<file path="config.mk">
export PLATFORM = sky130hd
export DESIGN_NAME = ksa_seq_adder_flat
export DESIGN_NICKNAME = d
export VERILOG_FILES = /design/src/rtl/ksa_seq_adder_if.sv /design/src/rtl/ksa_seq_adder.sv /design/src/flat_wrapper.sv
export SDC_FILE = /design/constraint.sdc
export NUM_CORES = 1
export LEC_CHECK = 0
export BUFFER_PORTS_ARGS = -buffer_cell sky130_fd_sc_hd__buf_2
export CORE_MARGIN = 2
export CORE_UTILIZATION = 59
export DETAILED_ROUTE_END_ITERATION = 10
export PLACE_DENSITY = 0.86
export SETUP_SLACK_MARGIN = 0.15
export SKIP_LAST_GASP = 1
export SLEW_MARGIN = 25
export SYNTH_ARGS = -nofsm -noshare
export SYNTH_HDL_FRONTEND = slang
export SYNTH_SLANG_ARGS = --single-unit
</file>
<file path="constraint.sdc">
create_clock -name clk -period 7.4 [get_ports clk]
set_clock_uncertainty 0.15 [all_clocks]
set_input_delay 1.48 -clock clk [delete_from_list [all_inputs] [get_ports clk]]
set_output_delay 1.48 -clock clk [all_outputs]
set_load 0.01 [all_outputs]
</file>
<file path="src/rtl/ksa_seq_adder_if.sv">
// Request/response bundle for the sequential Kogge-Stone adder.
// Slave is the adder; master is whatever feeds operands and drains results.
interface ksa_seq_adder_if #(
  parameter int W = 44
);
  logic         in_valid;
  logic         in_ready;
  logic [W-1:0] in_a;
  logic [W-1:0] in_b;
  logic         in_cin;
  logic         in_sub;
  logic         out_valid;
  logic         out_ready;
  logic [W-1:0] out_sum;
  logic         out_cout;
  logic         out_ovf;

  modport master (
    output in_valid, in_a, in_b, in_cin, in_sub, out_ready,
    input  in_ready, out_valid, out_sum, out_cout, out_ovf
  );

  modport slave (
    input  in_valid, in_a, in_b, in_cin, in_sub, out_ready,
    output in_ready, out_valid, out_sum, out_cout, out_ovf
  );
endinterface

</file>
<file path="src/rtl/ksa_seq_adder.sv">
// Wide add/subtract built from one narrow Kogge-Stone adder reused over
// NUM_CHUNKS cycles, least significant chunk first, with a valid/ready handshake.

module ksa_adder #(
  parameter int data_size = 11
) (
  input  logic [data_size-1:0] a,
  input  logic [data_size-1:0] b,
  input  logic                 cin,
  output logic [data_size-1:0] sum,
  output logic                 cout
);
  localparam int LEVELS = (data_size > 1) ? $clog2(data_size) : 1;

  logic [data_size-1:0] prop;
  logic [data_size-1:0] carry;

  assign prop = a ^ b;

  // cin is folded into bit 0's generate so the prefix tree yields true carries.
  always_comb begin
    logic [data_size-1:0] g_c, p_c, g_n, p_n;
    g_c    = a & b;
    p_c    = a ^ b;
    g_c[0] = g_c[0] | (p_c[0] & cin);
    for (int l = 0; l < LEVELS; l++) begin
      g_n = g_c;
      p_n = p_c;
      for (int i = (1 << l); i < data_size; i++) begin
        g_n[i] = g_c[i] | (p_c[i] & g_c[i - (1 << l)]);
        p_n[i] = p_c[i] & p_c[i - (1 << l)];
      end
      g_c = g_n;
      p_c = p_n;
    end
    carry = g_c;
  end

  assign sum  = prop ^ {carry[data_size-2:0], cin};
  assign cout = carry[data_size-1];
endmodule

module ksa_seq_adder #(
  parameter int DATA_SIZE  = 11,
  parameter int NUM_CHUNKS = 4
) (
  input  logic               clk,
  input  logic               rst_n,
  ksa_seq_adder_if.slave     bus,
  output logic               busy
);
  localparam int W  = DATA_SIZE * NUM_CHUNKS;
  localparam int CW = $clog2(NUM_CHUNKS);
  localparam logic [CW-1:0] LAST_IDX = CW'(NUM_CHUNKS - 1);

  typedef enum logic [1:0] {IDLE, RUN, DONE} state_t;

  state_t         state_q, state_d;
  logic [CW-1:0]  idx_q, idx_d;
  logic           carry_q, carry_d;
  logic [W-1:0]   a_q, a_d;
  logic [W-1:0]   b_q, b_d;
  logic [W-1:0]   sum_q, sum_d;

  int                   chunk_base;
  logic [DATA_SIZE-1:0] chunk_a, chunk_b, chunk_sum;
  logic                 chunk_cout;

  function automatic logic signed_ovf(input logic a_msb, input logic b_msb,
                                      input logic s_msb);
    return (a_msb == b_msb) && (s_msb != a_msb);
  endfunction

  assign chunk_base = int'(idx_q) * DATA_SIZE;
  assign chunk_a    = a_q[chunk_base +: DATA_SIZE];
  assign chunk_b    = b_q[chunk_base +: DATA_SIZE];

  ksa_adder #(.data_size(DATA_SIZE)) u_adder (
    .a    (chunk_a),
    .b    (chunk_b),
    .cin  (carry_q),
    .sum  (chunk_sum),
    .cout (chunk_cout)
  );

  always_comb begin
    state_d = state_q;
    idx_d   = idx_q;
    carry_d = carry_q;
    a_d     = a_q;
    b_d     = b_q;
    sum_d   = sum_q;
    case (state_q)
      IDLE: begin
        if (bus.in_valid) begin
          // Subtraction is A + ~B + 1, so B is inverted and the carry forced.
          a_d     = bus.in_a;
          b_d     = bus.in_sub ? ~bus.in_b : bus.in_b;
          carry_d = bus.in_sub ? 1'b1 : bus.in_cin;
          idx_d   = '0;
          state_d = RUN;
        end
      end
      RUN: begin
        sum_d[chunk_base +: DATA_SIZE] = chunk_sum;
        carry_d = chunk_cout;
        idx_d   = idx_q + CW'(1);
        if (idx_q == LAST_IDX) state_d = DONE;
      end
      DONE: begin
        if (bus.out_ready) state_d = IDLE;
      end
      default: state_d = IDLE;
    endcase
  end

  always_ff @(posedge clk or negedge rst_n) begin
    if (!rst_n) begin
      state_q <= IDLE;
      idx_q   <= '0;
      carry_q <= 1'b0;
      a_q     <= '0;
      b_q     <= '0;
      sum_q   <= '0;
    end else begin
      state_q <= state_d;
      idx_q   <= idx_d;
      carry_q <= carry_d;
      a_q     <= a_d;
      b_q     <= b_d;
      sum_q   <= sum_d;
    end
  end

  assign bus.in_ready  = (state_q == IDLE);
  assign bus.out_valid = (state_q == DONE);
  assign busy          = (state_q != IDLE);
  assign bus.out_sum   = sum_q;
  assign bus.out_cout  = carry_q;
  assign bus.out_ovf   = signed_ovf(a_q[W-1], b_q[W-1], sum_q[W-1]);
endmodule
</file>
<file path="src/flat_wrapper.sv">
// flat-port wrapper written by rule: the top's interface ports become plain ports
module ksa_seq_adder_flat 
#(
  parameter int DATA_SIZE  = 11,
  parameter int NUM_CHUNKS = 4
)
  (clk, rst_n, busy, bus_in_valid, bus_in_a, bus_in_b, bus_in_cin, bus_in_sub, bus_out_ready, bus_in_ready, bus_out_valid, bus_out_sum, bus_out_cout, bus_out_ovf);
  ksa_seq_adder_if bus_i ();
  input  logic clk;
  input  logic rst_n;
  output logic busy;
  input wire logic [$bits(bus_i.in_valid)-1:0] bus_in_valid;
  input wire logic [$bits(bus_i.in_a)-1:0] bus_in_a;
  input wire logic [$bits(bus_i.in_b)-1:0] bus_in_b;
  input wire logic [$bits(bus_i.in_cin)-1:0] bus_in_cin;
  input wire logic [$bits(bus_i.in_sub)-1:0] bus_in_sub;
  input wire logic [$bits(bus_i.out_ready)-1:0] bus_out_ready;
  output wire logic [$bits(bus_i.in_ready)-1:0] bus_in_ready;
  output wire logic [$bits(bus_i.out_valid)-1:0] bus_out_valid;
  output wire logic [$bits(bus_i.out_sum)-1:0] bus_out_sum;
  output wire logic [$bits(bus_i.out_cout)-1:0] bus_out_cout;
  output wire logic [$bits(bus_i.out_ovf)-1:0] bus_out_ovf;
  assign bus_i.in_valid = bus_in_valid;
  assign bus_i.in_a = bus_in_a;
  assign bus_i.in_b = bus_in_b;
  assign bus_i.in_cin = bus_in_cin;
  assign bus_i.in_sub = bus_in_sub;
  assign bus_i.out_ready = bus_out_ready;
  assign bus_in_ready = bus_i.in_ready;
  assign bus_out_valid = bus_i.out_valid;
  assign bus_out_sum = bus_i.out_sum;
  assign bus_out_cout = bus_i.out_cout;
  assign bus_out_ovf = bus_i.out_ovf;
  ksa_seq_adder #(.DATA_SIZE(DATA_SIZE), .NUM_CHUNKS(NUM_CHUNKS)) u_core (.clk(clk), .rst_n(rst_n), .bus(bus_i), .busy(busy));
endmodule
</file>
---- Word level (Yosys, flattened, before mapping) ----
Index checks and enable logic that the tools add are counted.
operators by class
  $add $sub $neg .......................... 2
  multipliers ............................. 1
  equality and inequality tests ........... 8
  shifts and indexed selects .............. 4
  multiplexer cells ....................... 11
  bitwise operators ....................... 83
  reductions and logical operators ........ 7
operator list
  operator                                                 count
  indexed part select 44 x 32 -> 11 bit                    2
  AND 1 bit                                                49
  bitwise mux 44 bit                                       1
  two-way mux 44 bit                                       1
  NOT 44 bit                                               1
  variable shift 11 x 33 -> 44 bit (first input constant)  1
  indexed part select 11 x 33 -> 44 bit                    1
  negator 32 -> 33 bit                                     1
  OR 1 bit                                                 30
  XOR 11 bit                                               2
  AND 11 bit                                               1
  two-way mux 2 bit                                        4
  multiplier 2 x 4 -> 6 bit (second input constant)        1
  one-hot mux 2 bit (3 select lines)                       1
  == test 2 bit (second input constant)                    2
  != test 2 bit (second input constant)                    2
  one-hot mux 2 bit (2 select lines)                       1
  AND reduction 2 bit                                      2
  nonzero test 2 bit                                       2
  AND reduction 3 bit                                      1
  adder 2 x 1 -> 2 bit (second input constant)             1
  == test 2 x 1 -> 1 bit (second input constant)           1
  zero test 2 bit                                          1
  two-way mux 1 bit                                        2
  other kinds (5)                                          5
storage, ports and cells
  flip-flop bits (word level) ............. 137
  bits of input ports ..................... 94
  output and inout port bits .............. 49
  word-level logic and storage cells ...... 122

---- Longest topological paths before layout ----
  word-level depth ........................ 14
  depth in mapped cells ................... 10

---- Cells and area by module ----
A second synthesis with hierarchy kept.
second synthesis, totals
  cells, all modules ...................... 605
  area total of the unflattened synthesis .. 6,510.0 um2
by module, submodules not included
  module         times used  cells an instance  area an instance (um2)  sequential area each (um2)
  ksa_seq_adder  1           545                6,039.5                 3,428.3
  ksa_adder      1           60                 470.5                   0.0

---- Least setup slack after synthesis ----
OpenSTA, ideal clock, no wires.
  path type ............................... register -> register
  start point ............................. reg u_core.idx_q[0]
  end point ............................... reg u_core.sum_q[19] (netlist: u_core.bus.out_sum[19])
  setup time .............................. 0.121 ns
  arrival time ............................ 3.503 ns
  required time ........................... 7.129 ns
  path slack .............................. 3.626 ns
  stages on the path, launching flop included .. 10
  path buffers ............................ 2
  clock period less this slack ............ 3.774 ns
  cells stage by stage .................... dfrtp_1 -> buf_2 -> buf_2 -> mux4_2 -> fa_1 -> fa_1 -> a21o_1 -> a221o_1 -> o41a_1 -> a22o_1
on the way
  cells in the longest elaborated chain, start to end .. 14
RTL lines
  item                                                             line                                      source
  from (decl)                                                      ksa_seq_adder.sv:59                       logic [CW-1:0] idx_q, idx_d;
  from (signal assigned)                                           ksa_seq_adder.sv:127                      idx_q <= idx_d;
  multiplier 2 x 4 -> 6 bit *                                      ksa_seq_adder.sv:74                       assign chunk_base = int'(idx_q) * DATA_SIZE;
  indexed part select 44 x 32 -> 11 bit, on equally long branches  ksa_seq_adder.sv:75, ksa_seq_adder.sv:76
  XOR 11 bit                                                       ksa_seq_adder.sv:18, ksa_seq_adder.sv:24
  AND 1 bit                                                        ksa_seq_adder.sv:25                       g_c[0] = g_c[0] | (p_c[0] & cin);
  OR 1 bit                                                         ksa_seq_adder.sv:25
  AND 1 bit                                                        ksa_seq_adder.sv:30                       g_n[i] = g_c[i] | (p_c[i] & g_c[i - (1 << l)]);
  OR 1 bit                                                         ksa_seq_adder.sv:30
  AND 1 bit                                                        ksa_seq_adder.sv:30
  OR 1 bit                                                         ksa_seq_adder.sv:30
  AND 1 bit                                                        ksa_seq_adder.sv:30
  OR 1 bit                                                         ksa_seq_adder.sv:30
  XOR 11 bit                                                       ksa_seq_adder.sv:39                       assign sum = prop ^ {carry[data_size-2:0], cin};
  indexed part select 11 x 33 -> 44 bit                            ksa_seq_adder.sv:105                      sum_d[chunk_base +: DATA_SIZE] = chunk_sum;
  bitwise mux 44 bit *                                             ksa_seq_adder.sv:105
  to (signal assigned)                                             ksa_seq_adder.sv:131                      sum_q <= sum_d;
  to (decl)                                                        ksa_seq_adder.sv:63                       logic [W-1:0] sum_q, sum_d;
Every way passes the cells marked *; elsewhere a longest branch is shown, timed or not.
A chain may end at the register's enable or synchronous reset.

---- Worst setup path in the final report ----
  start point ............................. reg u_core.idx_q[0]
  end point ............................... reg u_core.sum_q[21] (netlist: u_core.bus.out_sum[21])
Same word-level chain as after synthesis.

==> run metrics <==
RSZ-0062 raised after global routing=no; crit share post-route=a little over half; Yosys cell types=44; Post-synth EDFFs=0; count leader, synth=dfrtp_1; crit path to=u_core.bus.out_sum[21]; drt drc=0; full die area=11940 µm²; fin util=73.67%; 1st-pass router iterations=7; CP Launch Point=u_core.idx_q[0]; Final ANT Viol Nets=0; Leak=3.665 nW; die width=109.3 µm; post-CTS setup buffer count=0; TritonCTS clock tree=built; row count=38; post-synthesis sequential area ratio=52.42%; FMAX=0.2475 GHz; total power per unit cell area=582.7 nW/µm²; GR Overflow Total=0; Setup TNS Final=0 ns; Routed WL=15670 µm; area leader, netlist=dfrtp_1; Tot GR Track Use=between 20 and 30%; CP required=7.64 ns; status=complete, no violations; CP Max Fanout=32; ant diodes=0; core footprint=10840 µm²; max_slew headroom=around 37%; post-CTS sizing=0; CTS sink cnt=137; R2R cell count=8; R2R Setup Slk=3.36 ns; Peak VDD IR=0.0003799 V; First DRT Iteration DRCs=around 420; Top FF cell, synth=dfrtp_1; Reg-to-Reg Start=u_core.idx_q[0]; Crit Path Class=reg2reg; Clock Tree Root=clkbuf_8; pin count of the biggest net entering global routing=88; initial core utilization=60.33%; # H-tree levels=4; final worst setup slack=3.360 ns; synthesized area=around 6500 µm²; measured slew at the worst slew-check pin=0.9392 ns; post-synthesis register bit count=137; top cells by count, synth=dfrtp_1, a21oi_1, nor2_1; Reg-to-Reg End=u_core.bus.out_sum[21]; vias per cell=5.968; Cells after Synth=538; PortBufs=142; Final Wtd Congestion=~0.94; Arrival @ worst endpoint=4.28 ns; Worst-path clk slew=0.06 ns; Hold Vio Cnt, Final=0; first-pass GRT wire length=24460 µm; vias in the first global route=4785; Syn Area/Cell=12.16 µm²; clock buffer depth=2; initial antenna violation count=0; number of max-cap violations=0; Die Ht=about 110 µm; Slew Viols, Final=0; layout cells sized above 1=36.36%; Syn-to-layout area delta=22.12%; Top Ports=143; HPWL reported at the end of detailed placement=10750 µm; Syn Nets=650; hold crit path type=reg2reg; # setup viols final=0; Worst-Skew Late Latency=0.53 ns; Final Critical Period=4.040 ns; # hold bufs at CTS=0; Num CTS Buffers=17; CP Capture Type=flip-flop; fraction of post-synthesis cell area in the top cell type by area=52.42%; top post-synthesis cells by area=dfrtp_1, mux2_2, mux4_2, xnor2_1, a22o_1; Vias=4906; ys async rst share=100.0%; routed len/inst=19.07 µm; yosys warns=0; Final Net Count=between 700 and 800; pre-CTS setup slack=3.407 ns; Startpoint Class=flip-flop
area by class of cell:
class                      instances  area, µm²
clock buffer                      19      431.7
clock inverter                    12      245.2
fill                             712       2854
inverter                           5      18.77
multi-input combinational        362       2928
sequential                       137       3430
tap                              140      175.2
timing repair buffer             147      758.2
placed cells by master, fill, tap and decap left out, types with 3 or more instances in the layout:
cell / count
and3_1: 3
ha_1: 16
a21oi_1: 55
buf_2: 141
a22o_1: 33
buf_4: 4
mux2_2: 44
nand4_1: 3
clkbuf_16: 16
nand2_1: 27
inv_1: 5
xnor2_1: 48
mux4_2: 22
a21o_1: 3
nand3_1: 3
bufinv_16: 7
nor2_1: 53
dfrtp_1: 136
o21ai_0: 18
nor2b_1: 5
o211ai_1: 3
metal layers:
layer	up-vias	wire, µm	GRT usage [%]
li1	2189	-	-
met1	2445	6464	36.79
met2	234	7593	43.66
met3	38	1214	6.993
met4	0	401	12.39
met5	-	0	0
logic make-up (layout without fill, tap and decap cells):
kind of cell	count (synthesis)	in the layout	share of synthesized area, %
flops	137	137	52.42
compound gates	123	123	12.09
simple gates	105	105	7.098
xor+xnor	49	49	6.562
fa+ha+maj	18	18	3.673
buf+inv	39	183	2.851
mux	67	67	15.31
registers in the layout (all words and copies together) (netlist names):
register,count
u_core.a_q,44
u_core.bus.out_sum,44
u_core.bus.out_cout,1
u_core.idx_q,2
u_core.b_q,44
u_core.state_q,2
worst min path at each step:
stage,startpoint,endpoint,slack [ns],cells after the start
2_1_floorplan,u_core.a_q[22],u_core.a_q[22],0.33,1
3_3_place_gp,u_core.bus.out_sum[7],u_core.bus.out_sum[7],0.31,2
3_5_place_dp,u_core.bus.out_sum[7],u_core.bus.out_sum[7],0.32,2
4_1_cts,u_core.bus.out_sum[7],u_core.bus.out_sum[7],0.33,2
5_1_grt,u_core.bus.out_sum[7],u_core.bus.out_sum[7],0.35,2
6_report,u_core.bus.out_sum[7],u_core.bus.out_sum[7],0.33,2
worst max-delay path, stage by stage (launching register included):
cell      delay, ns
dfrtp_2        0.98
mux4_2         0.62
fa_1           0.45
fa_1           0.41
a21o_1         0.23
a221oi_1       0.40
a21oi_1        0.17
o211ai_1       0.33
o21ai_0        0.16
power breakdown:
part | switching (W) | internal [W] | total (W)
clock | 0.000318 | 0.000657 | 0.000975
sequential | 0.000241 | 0.00108 | 0.00133
combinational | 0.00135 | 0.00101 | 0.00235
total | 0.00190 | 0.00275 | 0.00465
stage by stage:
stage               hold WS [ns]  area (µm²)  std cells  total power (W)
floorplan                 0.3252        6540        538         0.002968
global placement          0.3134        7306        791         0.003480
detailed placement        0.3184        7306        791         0.003601
CTS                       0.3325        7983        822         0.004623
global route              0.3550        7986        822         0.004940
finish                    0.3318        7986        822         0.004654
Note: power is estimated with default switching activity, not from simulation.
